==> src/rtl/uart_cmd_pkg.sv <==
// Shared types and constants for the UART command-frame controller.
package uart_cmd_pkg;

   typedef enum logic [2:0] {
      IDLE,
      ADDR,
      DHI,
      DLO,
      SUM,
      ISSUE
   } state_e;

   localparam logic [7:0] DEF_HEADER = 8'hAA;
   localparam int         FRAME_LEN  = 5;

endpackage

==> src/rtl/uart_cmd_timeout.sv <==
// Inter-byte timer: counts cycles spent waiting inside a frame and flags
// expiry when the count reaches TIMEOUT_CYCLES-1. Only built when
// UART_CMD_TIMEOUT_EN is defined.
module uart_cmd_timeout #(
   parameter int TIMEOUT_CYCLES = 2400,
   parameter int CNT_W          = 12
) (
   input  logic clk,
   input  logic rst,
   input  logic run,      // controller is mid-frame (ADDR..SUM)
   input  logic clr,      // a byte was taken this cycle
   output logic expired
);

   localparam logic [CNT_W-1:0] LAST = CNT_W'(TIMEOUT_CYCLES - 1);

   logic [CNT_W-1:0] timer_q, timer_d;

   assign expired = run && (timer_q == LAST);

   // Restart on every taken byte, outside a frame and on expiry; else count.
   always_comb begin
      timer_d = timer_q + 1'b1;
      if (!run || clr || expired)
         timer_d = '0;
   end

   // Timer register.
   always_ff @(posedge clk or posedge rst) begin
      if (rst) timer_q <= '0;
      else     timer_q <= timer_d;
   end

endmodule

==> src/rtl/uart_cmd_ctrl.sv <==
// UART command-frame controller. Collects 5-byte frames
// (header, addr, data_hi, data_lo, checksum) from rx_uart, validates the
// 8-bit additive checksum and presents a register write on a valid/ready
// port. Back-pressure is applied by dropping rx_enable_signal while a
// command waits for acceptance.
// Optional: define UART_CMD_TIMEOUT_EN to abort frames whose inter-byte
// gap reaches TIMEOUT_CYCLES.
module uart_cmd_ctrl
   import uart_cmd_pkg::*;
#(
   parameter logic [7:0] HEADER         = DEF_HEADER,
   parameter int         TIMEOUT_CYCLES = 2400,
   parameter int         CNT_W          = 12
) (
   input  logic        clk,
   input  logic        rst,
   input  logic        rx_done_signal,
   input  logic [7:0]  rx_data,
   output logic        rx_enable_signal,
   output logic        cfg_valid,
   input  logic        cfg_ready,
   output logic [7:0]  cfg_addr,
   output logic [15:0] cfg_data,
   output logic        frame_err,
   output logic [7:0]  err_count
);

   state_e      state_q, state_d;
   logic [7:0]  addr_q, addr_d;
   logic [7:0]  hi_q, hi_d;
   logic [7:0]  lo_q, lo_d;
   logic [7:0]  sum_q, sum_d;
   logic        rx_en_q, rx_en_d;
   logic        cfg_valid_q, cfg_valid_d;
   logic [7:0]  cfg_addr_q, cfg_addr_d;
   logic [15:0] cfg_data_q, cfg_data_d;
   logic        frame_err_q, frame_err_d;
   logic [7:0]  err_cnt_q, err_cnt_d;

   logic taken;
   logic tmo_hit;
   logic bump_err;

   // Bytes arriving while a command is pending are dropped.
   assign taken = rx_done_signal && (state_q != ISSUE);

`ifdef UART_CMD_TIMEOUT_EN
   logic tmo_run;
   assign tmo_run = (state_q == ADDR) || (state_q == DHI) ||
                    (state_q == DLO)  || (state_q == SUM);

   uart_cmd_timeout #(
      .TIMEOUT_CYCLES (TIMEOUT_CYCLES),
      .CNT_W          (CNT_W)
   ) u_timeout (
      .clk     (clk),
      .rst     (rst),
      .run     (tmo_run),
      .clr     (taken),
      .expired (tmo_hit)
   );
`else
   // No timer: a partial frame waits indefinitely.
   assign tmo_hit = 1'b0;
`endif

   // Frame assembly, checksum check, command handshake and error counting.
   always_comb begin
      state_d     = state_q;
      addr_d      = addr_q;
      hi_d        = hi_q;
      lo_d        = lo_q;
      sum_d       = sum_q;
      cfg_valid_d = cfg_valid_q;
      cfg_addr_d  = cfg_addr_q;
      cfg_data_d  = cfg_data_q;
      frame_err_d = 1'b0;
      err_cnt_d   = err_cnt_q;
      bump_err    = 1'b0;

      case (state_q)
         IDLE: begin
            if (taken && (rx_data == HEADER))
               state_d = ADDR;
         end
         ADDR: begin
            if (taken) begin
               addr_d  = rx_data;
               sum_d   = rx_data;
               state_d = DHI;
            end
         end
         DHI: begin
            if (taken) begin
               hi_d    = rx_data;
               sum_d   = sum_q + rx_data;
               state_d = DLO;
            end
         end
         DLO: begin
            if (taken) begin
               lo_d    = rx_data;
               sum_d   = sum_q + rx_data;
               state_d = SUM;
            end
         end
         SUM: begin
            if (taken) begin
               if (rx_data == sum_q) begin
                  cfg_valid_d = 1'b1;
                  cfg_addr_d  = addr_q;
                  cfg_data_d  = {hi_q, lo_q};
                  state_d     = ISSUE;
               end else begin
                  bump_err = 1'b1;
                  state_d  = IDLE;
               end
            end
         end
         ISSUE: begin
            if (cfg_valid_q && cfg_ready) begin
               cfg_valid_d = 1'b0;
               state_d     = IDLE;
            end
         end
         default: state_d = IDLE;
      endcase

      // A byte landing on the expiry cycle wins over the timeout.
      if (tmo_hit && !taken) begin
         bump_err = 1'b1;
         state_d  = IDLE;
      end

      if (bump_err) begin
         frame_err_d = 1'b1;
         if (err_cnt_q != 8'hFF)
            err_cnt_d = err_cnt_q + 8'd1;
      end
   end

   // Receiver enabled whenever no command is pending.
   always_comb begin
      rx_en_d = (state_d != ISSUE);
   end

   // State and datapath registers.
   always_ff @(posedge clk or posedge rst) begin
      if (rst) begin
         state_q     <= IDLE;
         addr_q      <= '0;
         hi_q        <= '0;
         lo_q        <= '0;
         sum_q       <= '0;
         rx_en_q     <= 1'b0;
         cfg_valid_q <= 1'b0;
         cfg_addr_q  <= '0;
         cfg_data_q  <= '0;
         frame_err_q <= 1'b0;
         err_cnt_q   <= '0;
      end else begin
         state_q     <= state_d;
         addr_q      <= addr_d;
         hi_q        <= hi_d;
         lo_q        <= lo_d;
         sum_q       <= sum_d;
         rx_en_q     <= rx_en_d;
         cfg_valid_q <= cfg_valid_d;
         cfg_addr_q  <= cfg_addr_d;
         cfg_data_q  <= cfg_data_d;
         frame_err_q <= frame_err_d;
         err_cnt_q   <= err_cnt_d;
      end
   end

   assign rx_enable_signal = rx_en_q;
   assign cfg_valid        = cfg_valid_q;
   assign cfg_addr         = cfg_addr_q;
   assign cfg_data         = cfg_data_q;
   assign frame_err        = frame_err_q;
   assign err_count        = err_cnt_q;

endmodule

==> config.mk <==
export PLATFORM = sky130hd
export DESIGN_NAME = uart_cmd_ctrl
export DESIGN_NICKNAME = d
export VERILOG_FILES = /design/src/rtl/uart_cmd_pkg.sv /design/src/rtl/uart_cmd_timeout.sv /design/src/rtl/uart_cmd_ctrl.sv
export SDC_FILE = /design/constraint.sdc
export NUM_CORES = 1
export LEC_CHECK = 0
export ABC_CLOCK_PERIOD_IN_PS = 4700
export BUFFER_PORTS_ARGS = -buffer_cell sky130_fd_sc_hd__buf_2
export CORE_MARGIN = 2
export CORE_UTILIZATION = 35
export DETAILED_ROUTE_END_ITERATION = 10
export PLACE_DENSITY = 0.53
export SLEW_MARGIN = 20
export SYNTH_ARGS = -nofsm -noshare
export SYNTH_HDL_FRONTEND = slang
export SYNTH_SLANG_ARGS = --single-unit
==> constraint.sdc <==
create_clock -name clk -period 4.7 [get_ports clk]
set_input_delay 0.47 -clock clk [delete_from_list [all_inputs] [get_ports clk]]
set_output_delay 0.47 -clock clk [all_outputs]
set_load 0.005 [all_outputs]
* After elaboration in Yosys (flattened, before gate mapping)
Index checks and enable logic that the tools add are counted.
Storage, ports and cells: register bits 70, bits of input ports 12, output and inout port bits 35, logic and storage cells 61
Cells by class: $add $sub $neg 2, equality and inequality tests 15, muxes and demuxes 19, reductions and logical operators 14
Operators by type and width (count):
- two-way mux 3 bit | 7
- one-hot mux 3 bit (6 select lines) | 1
- two-way mux 8 bit | 2
- one-hot mux 8 bit (2 select lines) | 1
- adder 8 x 1 -> 8 bit, second input constant | 1
- adder 8 bit | 1
- == test 8 bit | 1
- == test 8 bit, second input constant | 1
- != test 2 bit, second input constant | 4
- != test 8 bit, second input constant | 1
- AND reduction 2 bit | 4
- two-way mux 1 bit | 7
- == test 3 x 2 -> 1 bit, second input constant | 2
- == test 3 bit, second input constant | 2
- != test 3 bit, second input constant | 2
- AND reduction 3 bit | 2
- AND reduction 4 bit | 1
- nonzero test 2 bit | 2
- == test 3 x 1 -> 1 bit, second input constant | 1
- logical AND 1 bit | 3
- logical NOT 3 bit | 1
- != test 2 x 1 -> 1 bit, second input constant | 1
- one-hot mux 1 bit (2 select lines) | 1
- OR reduction 2 bit | 1

* Longest topological paths before layout
Gate-level depths: netlist of run 1.
depth after elaboration 6, depth in mapped cells 9, mapped depth without buffers 9

* Worst setup path before layout of run 1
Ideal clock, no wire load.
path kind input to register, start point input rx_data[5], end point register cfg_addr_q[0], in the netlist cfg_addr[0], setup time 0.125 ns, arrival time 1.990 ns, data required time 4.575 ns, path slack 2.585 ns, stages on the path 7, buffers on the path 2, path through ha_1 > nor4_2 > nand3_1 > or2_1 > buf_6 > buf_12 > mux2_4
On the way: word-level cells in the longest chain between the ends 2
RTL lines:
- start: declaration | line uart_cmd_ctrl.sv:18 | input logic [7:0] rx_data,
- == test 8 bit | line uart_cmd_ctrl.sv:109 | if (rx_data == sum_q) begin
- AND reduction 3 bit (no source line)
- end signal: assignment | line uart_cmd_ctrl.sv:169 | cfg_addr_q <= cfg_addr_d;
- end: declaration | line uart_cmd_ctrl.sv:35 | logic [7:0] cfg_addr_q, cfg_addr_d;
Every way passes these cells. A chain may end at the register's enable or synchronous reset.

* Worst setup path in the final report of run 1
start point register sum_q[5], end point register cfg_data_q[1], in the netlist cfg_data[1]
On the way: word-level cells in the longest chain between the ends 2
RTL lines:
- start: declaration | line uart_cmd_ctrl.sv:32 | logic [7:0] sum_q, sum_d;
- start signal: assignment | line uart_cmd_ctrl.sv:166 | sum_q <= sum_d;
- == test 8 bit | line uart_cmd_ctrl.sv:109
- AND reduction 3 bit (no source line)
- end signal: assignment | line uart_cmd_ctrl.sv:170 | cfg_data_q <= cfg_data_d;
- end: declaration | line uart_cmd_ctrl.sv:36 | logic [15:0] cfg_data_q, cfg_data_d;
Every way passes these cells.

==> flow_summary.json, run 1 <==
{
  "status": "completed",
  "die_y_um": 101,
  "rsz0062_at_grt": "false",
  "start_kind": "flip-flop",
  "fp.coreArea_um2": 9200,
  "reg2reg_from": "sum_q[5]",
  "syn_to_final_growth_pct": 15.1,
  "critPathArrivalTime_ns": 2.57,
  "synth.avg_cell_area_um2": 12.5,
  "finalCritPeriodShare_pct": 50.0,
  "endpoint_kind": "flip-flop",
  "avgRoutedWirePerCell_um": 15.6,
  "path_max_fanout": 17,
  "ys_warn_count": 0,
  "cp_data_required_time_ns": 4.92,
  "syn_inst": 262,
  "fin_area_um2": 3780,
  "hp-class": "input port to async pin",
  "start_util_pct": 35.7,
  "die-area_um2": 10200,
  "finalCriticalPeriod_ns": 2.35,
  "dr.pass1.iters": 4,
  "clk-insertion-delay-late_ns": 0.34,
  "cts.repair.resized": 0,
  "wl_um": 6650,
  "via_per_inst": 4.86,
  "port_buffers": 46,
  "tns_ns": 0,
  "grt_first_pass_wirelength_um": 10700,
  "synth_nets": 283,
  "path_clk_slew_ns": 0.08,
  "gp_congestion": 0.799,
  "synth_top_area_cell": "dfrtp_1",
  "grtUsageMet2_pct": 19.6,
  "worst_slack_ns": 2.35,
  "hold_viol_final": 0,
  "skew_ns": 0.00780,
  "reg2reg_to": "cfg_data[1]",
  "cts_tree": "built",
  "nFillCells": 901,
  "postCtsSetupBuffers": 0,
  "clock-sinks": 70,
  "diodes": 0,
  "grtUsageTotal_pct": 13.8,
  "first_global_vias": 2024,
  "max_freq_mhz": 426,
  "vias": 2069,
  "grt_max_degree": 54,
  "critPathLaunch": "sum_q[5]",
  "antenna_found_initial": 0,
  "setup_viol": 0,
  "htreeDepth": 3,
  "pin_count": 47,
  "drive_gt1_share_pct": 36.5,
  "pre_cts_slack_ns": 2.06,
  "syn_area_um2": 3290,
  "maxSlewViolCount": 0,
  "r2r_slack_ns": 2.35,
  "cts.path.max_buffers": 2,
  "synth.area.top_cells": "dfrtp_1 (53%), mux2_2 (9.9%), mux2_4 (8.2%)",
  "met3_usage_pct": 4.30,
  "synth-seq-cells": 70,
  "worst_slew_pin_slew_ns": 0.673,
  "rows": 35,
  "crit_end": "cfg_data[1]",
  "grt.overflow.total": 0,
  "met1_usage_pct": 19.7,
  "max-vdd-ir-drop_uv": 197,
  "ctsHoldBuffers": 0,
  "cts_buffers": 9,
  "antenna_left": 0,
  "final_core_util_pct": 41.1,
  "dpl-instance-area_um2": 3570,
  "die_x_um": 101,
  "drt_iter0_drc": 83,
  "leakagePower_uw": 0.00191,
  "ff2ff_path_depth": 6,
  "yosysTopAreaCellShare_pct": 53.3,
  "root_buffer": "clkbuf_8",
  "hpwl_um": 4720,
  "ys_seq_area_share_pct": 53.3,
  "max-cap-violations": 0,
  "final_nets": 331,
  "relSlewSlack_pct": 55.1,
  "placed_cells": 410,
  "powerDensity_nw_per_um2": 512,
  "drc": 0,
  "final_cell_mix": "dfrtp_1 (70), buf_2 (46), mux2_2 (29), nand2_1 (23), mux2_4 (18)",
  "worstSetupPathType": "flip-flop to flip-flop",
  "fin_cells": 426,
  "layout_commonest_cell": "dfrtp_1",
  "ys_types": 44,
  "busiest_layer": "met1"
}
## report_power, final
group	internal (uW)	total, uW	leakage [uW]	switching, uW
Clock	262	502	0.000103	240
Sequential	762	875	0.000903	113
Combinational	276	560	0.000900	284
Total	1300	1940	0.00191	637
## cells by family after synthesis
| kind of cell | after synthesis | share of synthesized area, % |
|---|---|---|
| buffers and inverters | 18 | 3.77 |
| DFF | 70 | 53.3 |
| and+or+nand+nor | 64 | 9.86 |
| xor gates and xnor gates | 10 | 2.66 |
| AOI/OAI and AO/OA | 41 | 7.69 |
| muxes | 50 | 19.1 |
| adders and majority gates | 9 | 3.65 |
## critical path: stages, from the launching register on
cell and delay, ns:
dfrtp_1 0.40, ha_1 0.35, nor4_2 0.28, nand3_1 0.14, or2_1 0.42, buf_4 0.31
mux2_4 0.33
## metal layers
layer / vias to the layer above / routed length [um]
met2: 48 / 2920
met4: 0 / 74
met3: 7 / 346
met1: 992 / 3320
li1: 1022 / -
met5: - / 0
## through the flow
stage          total power (uW)  hold WS, ns
6_report                   1940       0.0968
2_1_floorplan              1320        0.450
3_3_place_gp               1440        0.470
5_1_grt                    2080        0.118
3_5_place_dp               1450        0.472
4_1_cts                    1960       0.0920
## how the worst min path moves through the flow
| stage | start | end | slack (ns) | cells after the start |
|---|---|---|---|---|
| after global routing | rst | err_count[6] | 0.12 | 2 |
| after CTS | rst | err_count[6] | 0.09 | 2 |
| final | rst | err_count[6] | 0.1 | 2 |
| after global placement | rst | err_count[6] | 0.47 | 2 |
| after floorplan | lo_q[1] | lo_q[1] | 0.45 | 2 |
| after detailed placement | rst | err_count[6] | 0.47 | 2 |
## state kept, by name, indices dropped and copies added, names as in the netlist
signal	flops
addr_q	8
cfg_addr	8
cfg_data	16
cfg_valid	1
err_count	8
frame_err	1
hi_q	8
lo_q	8
rx_enable_signal	1
state_q	3
sum_q	8
## final cells by class
| class | count | area, um^2 | share of cell area [%] |
|---|---|---|---|
| inverter | 7 | 26.3 | 0.694 |
| multi-input combinational | 174 | 1420 | 37.4 |
| clock inverter | 6 | 68.8 | 1.82 |
| timing repair buffer | 48 | 245 | 6.48 |
| tap | 111 | 139 | 3.67 |
| sequential | 70 | 1750 | 46.3 |
| clock buffer | 10 | 138 | 3.64 |
## cell usage after synthesis
| library cell | count |
|---|---|
| xor2_1 | 3 |
| mux2_4 | 18 |
| o21ai_0 | 17 |
| clkbuf_1 | 4 |
| nor3_1 | 4 |
| nor4_2 | 1 |
| dfrtp_1 | 70 |
| buf_2 | 2 |
| fa_1 | 1 |
| or2_1 | 1 |
| xnor2_1 | 7 |
| a2bb2oi_1 | 1 |
| nor2b_1 | 5 |
| buf_6 | 1 |
| a32o_1 | 1 |
| o31ai_1 | 1 |
| nand3_1 | 5 |
| nor3b_2 | 1 |
| nor4bb_1 | 1 |
| o21bai_1 | 1 |
| nor2_1 | 12 |
| nand4_1 | 3 |
| nand2_1 | 23 |
| a21oi_1 | 7 |
| buf_12 | 2 |
| mux2i_1 | 3 |
| a211oi_1 | 3 |
| inv_1 | 7 |
| and3_1 | 1 |
| nor3b_1 | 1 |
| buf_4 | 1 |
| o22a_1 | 1 |
| o211ai_1 | 1 |
| a32oi_1 | 1 |
| nor4b_1 | 1 |
| a21o_1 | 1 |
| and4_1 | 1 |
| o21ai_1 | 1 |
| mux2_2 | 29 |
| nand2b_1 | 4 |
| o31a_1 | 1 |
| clkbuf_8 | 1 |
| o21a_1 | 4 |
| ha_1 | 8 |
Power figures use the tool's default switching activity.
==> run 2: changes to the inputs <==
--- a/config.mk
+++ b/config.mk
@@ -5,7 +5,7 @@
 export SDC_FILE = /design/constraint.sdc
 export NUM_CORES = 1
 export LEC_CHECK = 0
-export ABC_CLOCK_PERIOD_IN_PS = 4700
+export ABC_CLOCK_PERIOD_IN_PS = 2350
 export BUFFER_PORTS_ARGS = -buffer_cell sky130_fd_sc_hd__buf_2
 export CORE_MARGIN = 2
 export CORE_UTILIZATION = 35
==> constraint.sdc (replaced) <==
create_clock -name clk -period 2.35 [get_ports clk]
set_input_delay 0.235 -clock clk [delete_from_list [all_inputs] [get_ports clk]]
set_output_delay 0.235 -clock clk [all_outputs]
set_load 0.005 [all_outputs]
==> flow_summary.json, run 2 (same netlist as run 1, synthesis figures left out) <==
{
  "cts_buffers": 9,
  "start_util_pct": 35.7,
  "hp-class": "input port to flip-flop",
  "die-area_um2": 10200,
  "max-vdd-ir-drop_uv": 376,
  "ctsHoldBuffers": 1,
  "path_max_fanout": 17,
  "first_global_vias": 2098,
  "drive_gt1_share_pct": 37.8,
  "via_per_inst": 4.95,
  "htreeDepth": 3,
  "cts.repair.resized": 0,
  "wl_met3_um": 346,
  "fin_cells": 436,
  "leakagePower_uw": 0.00194,
  "multi_input_area_um2": 1410,
  "max-cap-violations": 0,
  "top_layer": "met4",
  "final_nets": 342,
  "finalCriticalPeriod_ns": 2.12,
  "finalPower_uw": 3760,
  "status": "completed",
  "clk-insertion-delay-late_ns": 0.34,
  "worst_slew_pin_slew_ns": 0.660,
  "seq_area_um2": 1750,
  "drc": 0,
  "grtUsageTotal_pct": 15.0,
  "path_clk_slew_ns": 0.07,
  "worstSetupPathType": "flip-flop to flip-flop",
  "largest_reg_flops": 16,
  "relSlewSlack_pct": 55.9,
  "placed_cells": 420,
  "dr.pass1.iters": 4,
  "setup_viol": 0,
  "postCtsSetupBuffers": 0,
  "rsz0062_at_grt": "false",
  "powerDensity_nw_per_um2": 981,
  "wl_um": 6950,
  "antenna_found_initial": 0,
  "grt_max_degree": 41,
  "hold_viol_final": 0,
  "fp.coreArea_um2": 9200,
  "max_freq_mhz": 472,
  "grt_first_pass_wirelength_um": 11400,
  "skew_ns": 0.00475,
  "vias": 2157,
  "drt_iter0_drc": 63,
  "clock-sinks": 70,
  "grt.overflow.total": 0,
  "cts.path.max_buffers": 2,
  "finalCritPeriodShare_pct": 90.2,
  "port_buffers": 46,
  "endpoint_kind": "flip-flop",
  "nFillCells": 887,
  "die_y_um": 101,
  "tns_ns": 0,
  "start_kind": "flip-flop",
  "wl_met1_um": 3360,
  "final_cell_mix": "dfrtp_1 (70), buf_2 (46), mux2_2 (29), nand2_1 (23), mux2_4 (18)",
  "cp_data_required_time_ns": 2.58,
  "die_x_um": 101,
  "wl_met2_um": 3180,
  "gp_congestion": 0.825,
  "pin_count": 47,
  "syn_to_final_growth_pct": 16.6,
  "hpwl_um": 4910,
  "avgRoutedWirePerCell_um": 15.9,
  "cts_tree": "built",
  "rows": 35,
  "root_buffer": "clkbuf_8",
  "critPathArrivalTime_ns": 2.35,
  "layout_commonest_cell": "dfrtp_1",
  "antenna_left": 0,
  "diodes": 0,
  "maxSlewViolCount": 0
}
## run 2: layout make-up
cell class                      count  area share (%)
Clock buffer                        9            3.23
Clock inverter                      6            1.01
Inverter                            7           0.685
Multi-Input combinational cell    174            36.8
Sequential cell                    70            45.7
Tap cell                          111            3.62
Timing Repair Buffer               59            8.94
## run 2: final timing paths
kind,from,to,slack (ns),depth (start not counted)
worst max-delay path,sum_q[4],cfg_data[9],0.23,6
worst min-delay path,cfg_ready,cfg_valid,0.11,2
worst max register to register,sum_q[4],cfg_data[9],0.23,6
worst min register to register,err_count[7],err_count[7],0.49,1
max in group asynchronous,rst,cfg_data[5],1.17,4
min in group asynchronous,rst,cfg_data[10],0.53,3
## run 2: through the flow
step                cell area, um^2  utilization, %  hold WS [ns]  worst slack [ns]
floorplan                      3290               -         0.352             0.347
global placement               3660            39.8         0.372             0.268
global route                   3830            41.7        0.0905            0.0629
finish                         3830            41.7         0.107             0.231
CTS                            3830            41.7        0.0920             0.230
detailed placement             3660            39.8         0.376             0.220
## run 2: metal layers
metal  vias up  track usage [%]
li1       1046                -
met1      1061             20.4
met2        42             22.7
met3         8             5.62
met4         0             4.05
met5         -                0
## run 2: power breakdown
part	internal [uW]	leakage [uW]	total (uW)	switching, uW
Combinational	603	0.000956	1180	579
Sequential	1520	0.000903	1740	219
Clock	374	0.0000813	836	462
Total	2500	0.00194	3760	1260
## run 2: worst max-delay path, stage by stage, from the launching register on
cell	delay (ns)
dfrtp_1	0.38
ha_1	0.35
nor3_1	0.27
nand3_1	0.16
or2_1	0.27
buf_4	0.24
mux2_4	0.32
==> run 3: changes to the inputs <==
--- a/config.mk
+++ b/config.mk
@@ -10,7 +10,7 @@
 export CORE_MARGIN = 2
 export CORE_UTILIZATION = 35
 export DETAILED_ROUTE_END_ITERATION = 10
-export PLACE_DENSITY = 0.53
+export PLACE_DENSITY = 0.61
 export SLEW_MARGIN = 20
 export SYNTH_ARGS = -nofsm -noshare
 export SYNTH_HDL_FRONTEND = slang
==> flow_summary.json, run 3 (same netlist as run 1, synthesis figures left out) <==
{
  "wl_um": 6450,
  "start_kind": "flip-flop",
  "min_from": "cfg_ready",
  "maxSlewViolCount": 0,
  "avgRoutedWirePerCell_um": 14.8,
  "clock-sinks": 70,
  "rows": 35,
  "cts_tree": "built",
  "holdPathStages": 2,
  "path_max_fanout": 16,
  "dr.pass1.iters": 5,
  "final_nets": 340,
  "tns_ns": 0,
  "drive_gt1_share_pct": 36.7,
  "r2r_slack_ns": 0.22,
  "drc": 0,
  "antenna_found_initial": 0,
  "root_buffer": "clkbuf_8",
  "leakagePower_uw": 0.00194,
  "htreeDepth": 3,
  "finalCriticalPeriod_ns": 2.13,
  "ctsHoldBuffers": 1,
  "cts.repair.resized": 0,
  "hold_viol_final": 0,
  "worstHoldEndpoint": "cfg_valid",
  "cts_buffers": 9,
  "pin_count": 47,
  "cts.path.max_buffers": 2,
  "first_global_vias": 2117,
  "die_x_um": 101,
  "grt_first_pass_wirelength_um": 10600,
  "die_y_um": 101,
  "grt_max_degree": 71,
  "worst_slew_pin_slew_ns": 0.607,
  "layout_commonest_cell": "dfrtp_1",
  "powerDensity_nw_per_um2": 997,
  "hp-class": "input port to flip-flop",
  "postCtsSetupBuffers": 0,
  "drt_iter0_drc": 104,
  "hpwl_um": 4540,
  "start_util_pct": 35.7,
  "syn_to_final_growth_pct": 16.8,
  "worstSetupPathType": "flip-flop to flip-flop",
  "cp_data_required_time_ns": 2.56,
  "port_buffers": 46,
  "nFillCells": 866,
  "vias": 2145,
  "gp_congestion": 0.826,
  "rsz0062_at_grt": "false",
  "clk-insertion-delay-late_ns": 0.33,
  "die-area_um2": 10200,
  "grtUsageTotal_pct": 13.5,
  "critPathArrivalTime_ns": 2.34,
  "final_cell_mix": "dfrtp_1 (70), buf_2 (46), mux2_2 (29), nand2_1 (23), mux2_4 (18)",
  "antenna_left": 0,
  "reg2reg_from": "sum_q[5]",
  "grt.overflow.total": 0,
  "max_freq_mhz": 469,
  "fin_hold_ws_ns": 0.130,
  "relSlewSlack_pct": 59.4,
  "endpoint_kind": "flip-flop",
  "ff2ff_path_depth": 6,
  "max-vdd-ir-drop_uv": 346,
  "via_per_inst": 4.93,
  "fp.coreArea_um2": 9200,
  "reg2reg_to": "cfg_data[10]",
  "setup_viol": 0,
  "diodes": 0,
  "finalCritPeriodShare_pct": 90.7,
  "status": "completed",
  "skew_ns": 0.00969,
  "path_clk_slew_ns": 0.07,
  "largest_reg_flops": 16,
  "max-cap-violations": 0
}
[run 3: cell types whose count changed in the layout (fill, tap and decap cells not counted), sizes merged]
cell	change
clkbuf	+3
buf	-2
bufinv	+1
clkinv	-1
clkinvlp	-1
inv	-1
[run 3: stage by stage]
step	cell area, um^2	setup WS, ns	utilization [%]	instances	power (uW)
finish	3840	0.219	41.7	435	3830
global route	3840	0.0626	41.7	435	4100
CTS	3840	0.201	41.7	435	3850
detailed placement	3650	0.222	39.6	418	2930
global placement	3650	0.247	39.6	418	2890
floorplan	3290	0.347	-	262	2630
[run 3: how the worst max path moves through the flow]
stage	startpoint	cells after the start	end	slack, ns
2_1_floorplan	rst	1	addr_q[0]	0.35
3_3_place_gp	rx_data[5]	7	cfg_data[5]	0.25
3_5_place_dp	rx_data[6]	7	cfg_data[4]	0.22
4_1_cts	sum_q[5]	6	cfg_data[10]	0.20
5_1_grt	sum_q[5]	6	cfg_data[11]	0.06
6_report	sum_q[5]	6	cfg_data[10]	0.22
[run 3: where the power goes]
group          total [uW]  internal, uW  switching (uW)  leakage, uW
Clock                 922           488             434    0.0000904
Combinational        1160           585             579     0.000946
Sequential           1740          1520             216     0.000903
Total                3830          2600            1230      0.00194
[run 3: area by class of cell]
| type | instances | area, um^2 | share of cell area [%] |
|---|---|---|---|
| flip-flops and latches | 70 | 1750 | 45.6 |
| clock buffers | 12 | 135 | 3.52 |
| repair buffers | 57 | 328 | 8.54 |
| well taps | 111 | 139 | 3.62 |
| multi-input cells | 174 | 1410 | 36.8 |
| clock inverters | 4 | 47.5 | 1.24 |
| inverters | 7 | 26.3 | 0.684 |
[run 3: per-layer routing]
metal | share of wire (%) | wire length, um | global-route usage, % | vias up
met5 | 0 | 0 | 0 | -
met4 | 1.1 | 74 | 5.51 | 0
met3 | 4.1 | 265 | 3.47 | 7
met2 | 46 | 2960 | 20.4 | 49
met1 | 49 | 3150 | 18.4 | 1053
li1 | - | - | - | 1036
[run 3: critical path, stage by stage, from the launching register on]
cell,delay (ns)
dfrtp_1,0.39
ha_1,0.35
nor4_2,0.28
nand3_1,0.17
or2_1,0.27
buf_4,0.23
mux2_4,0.32
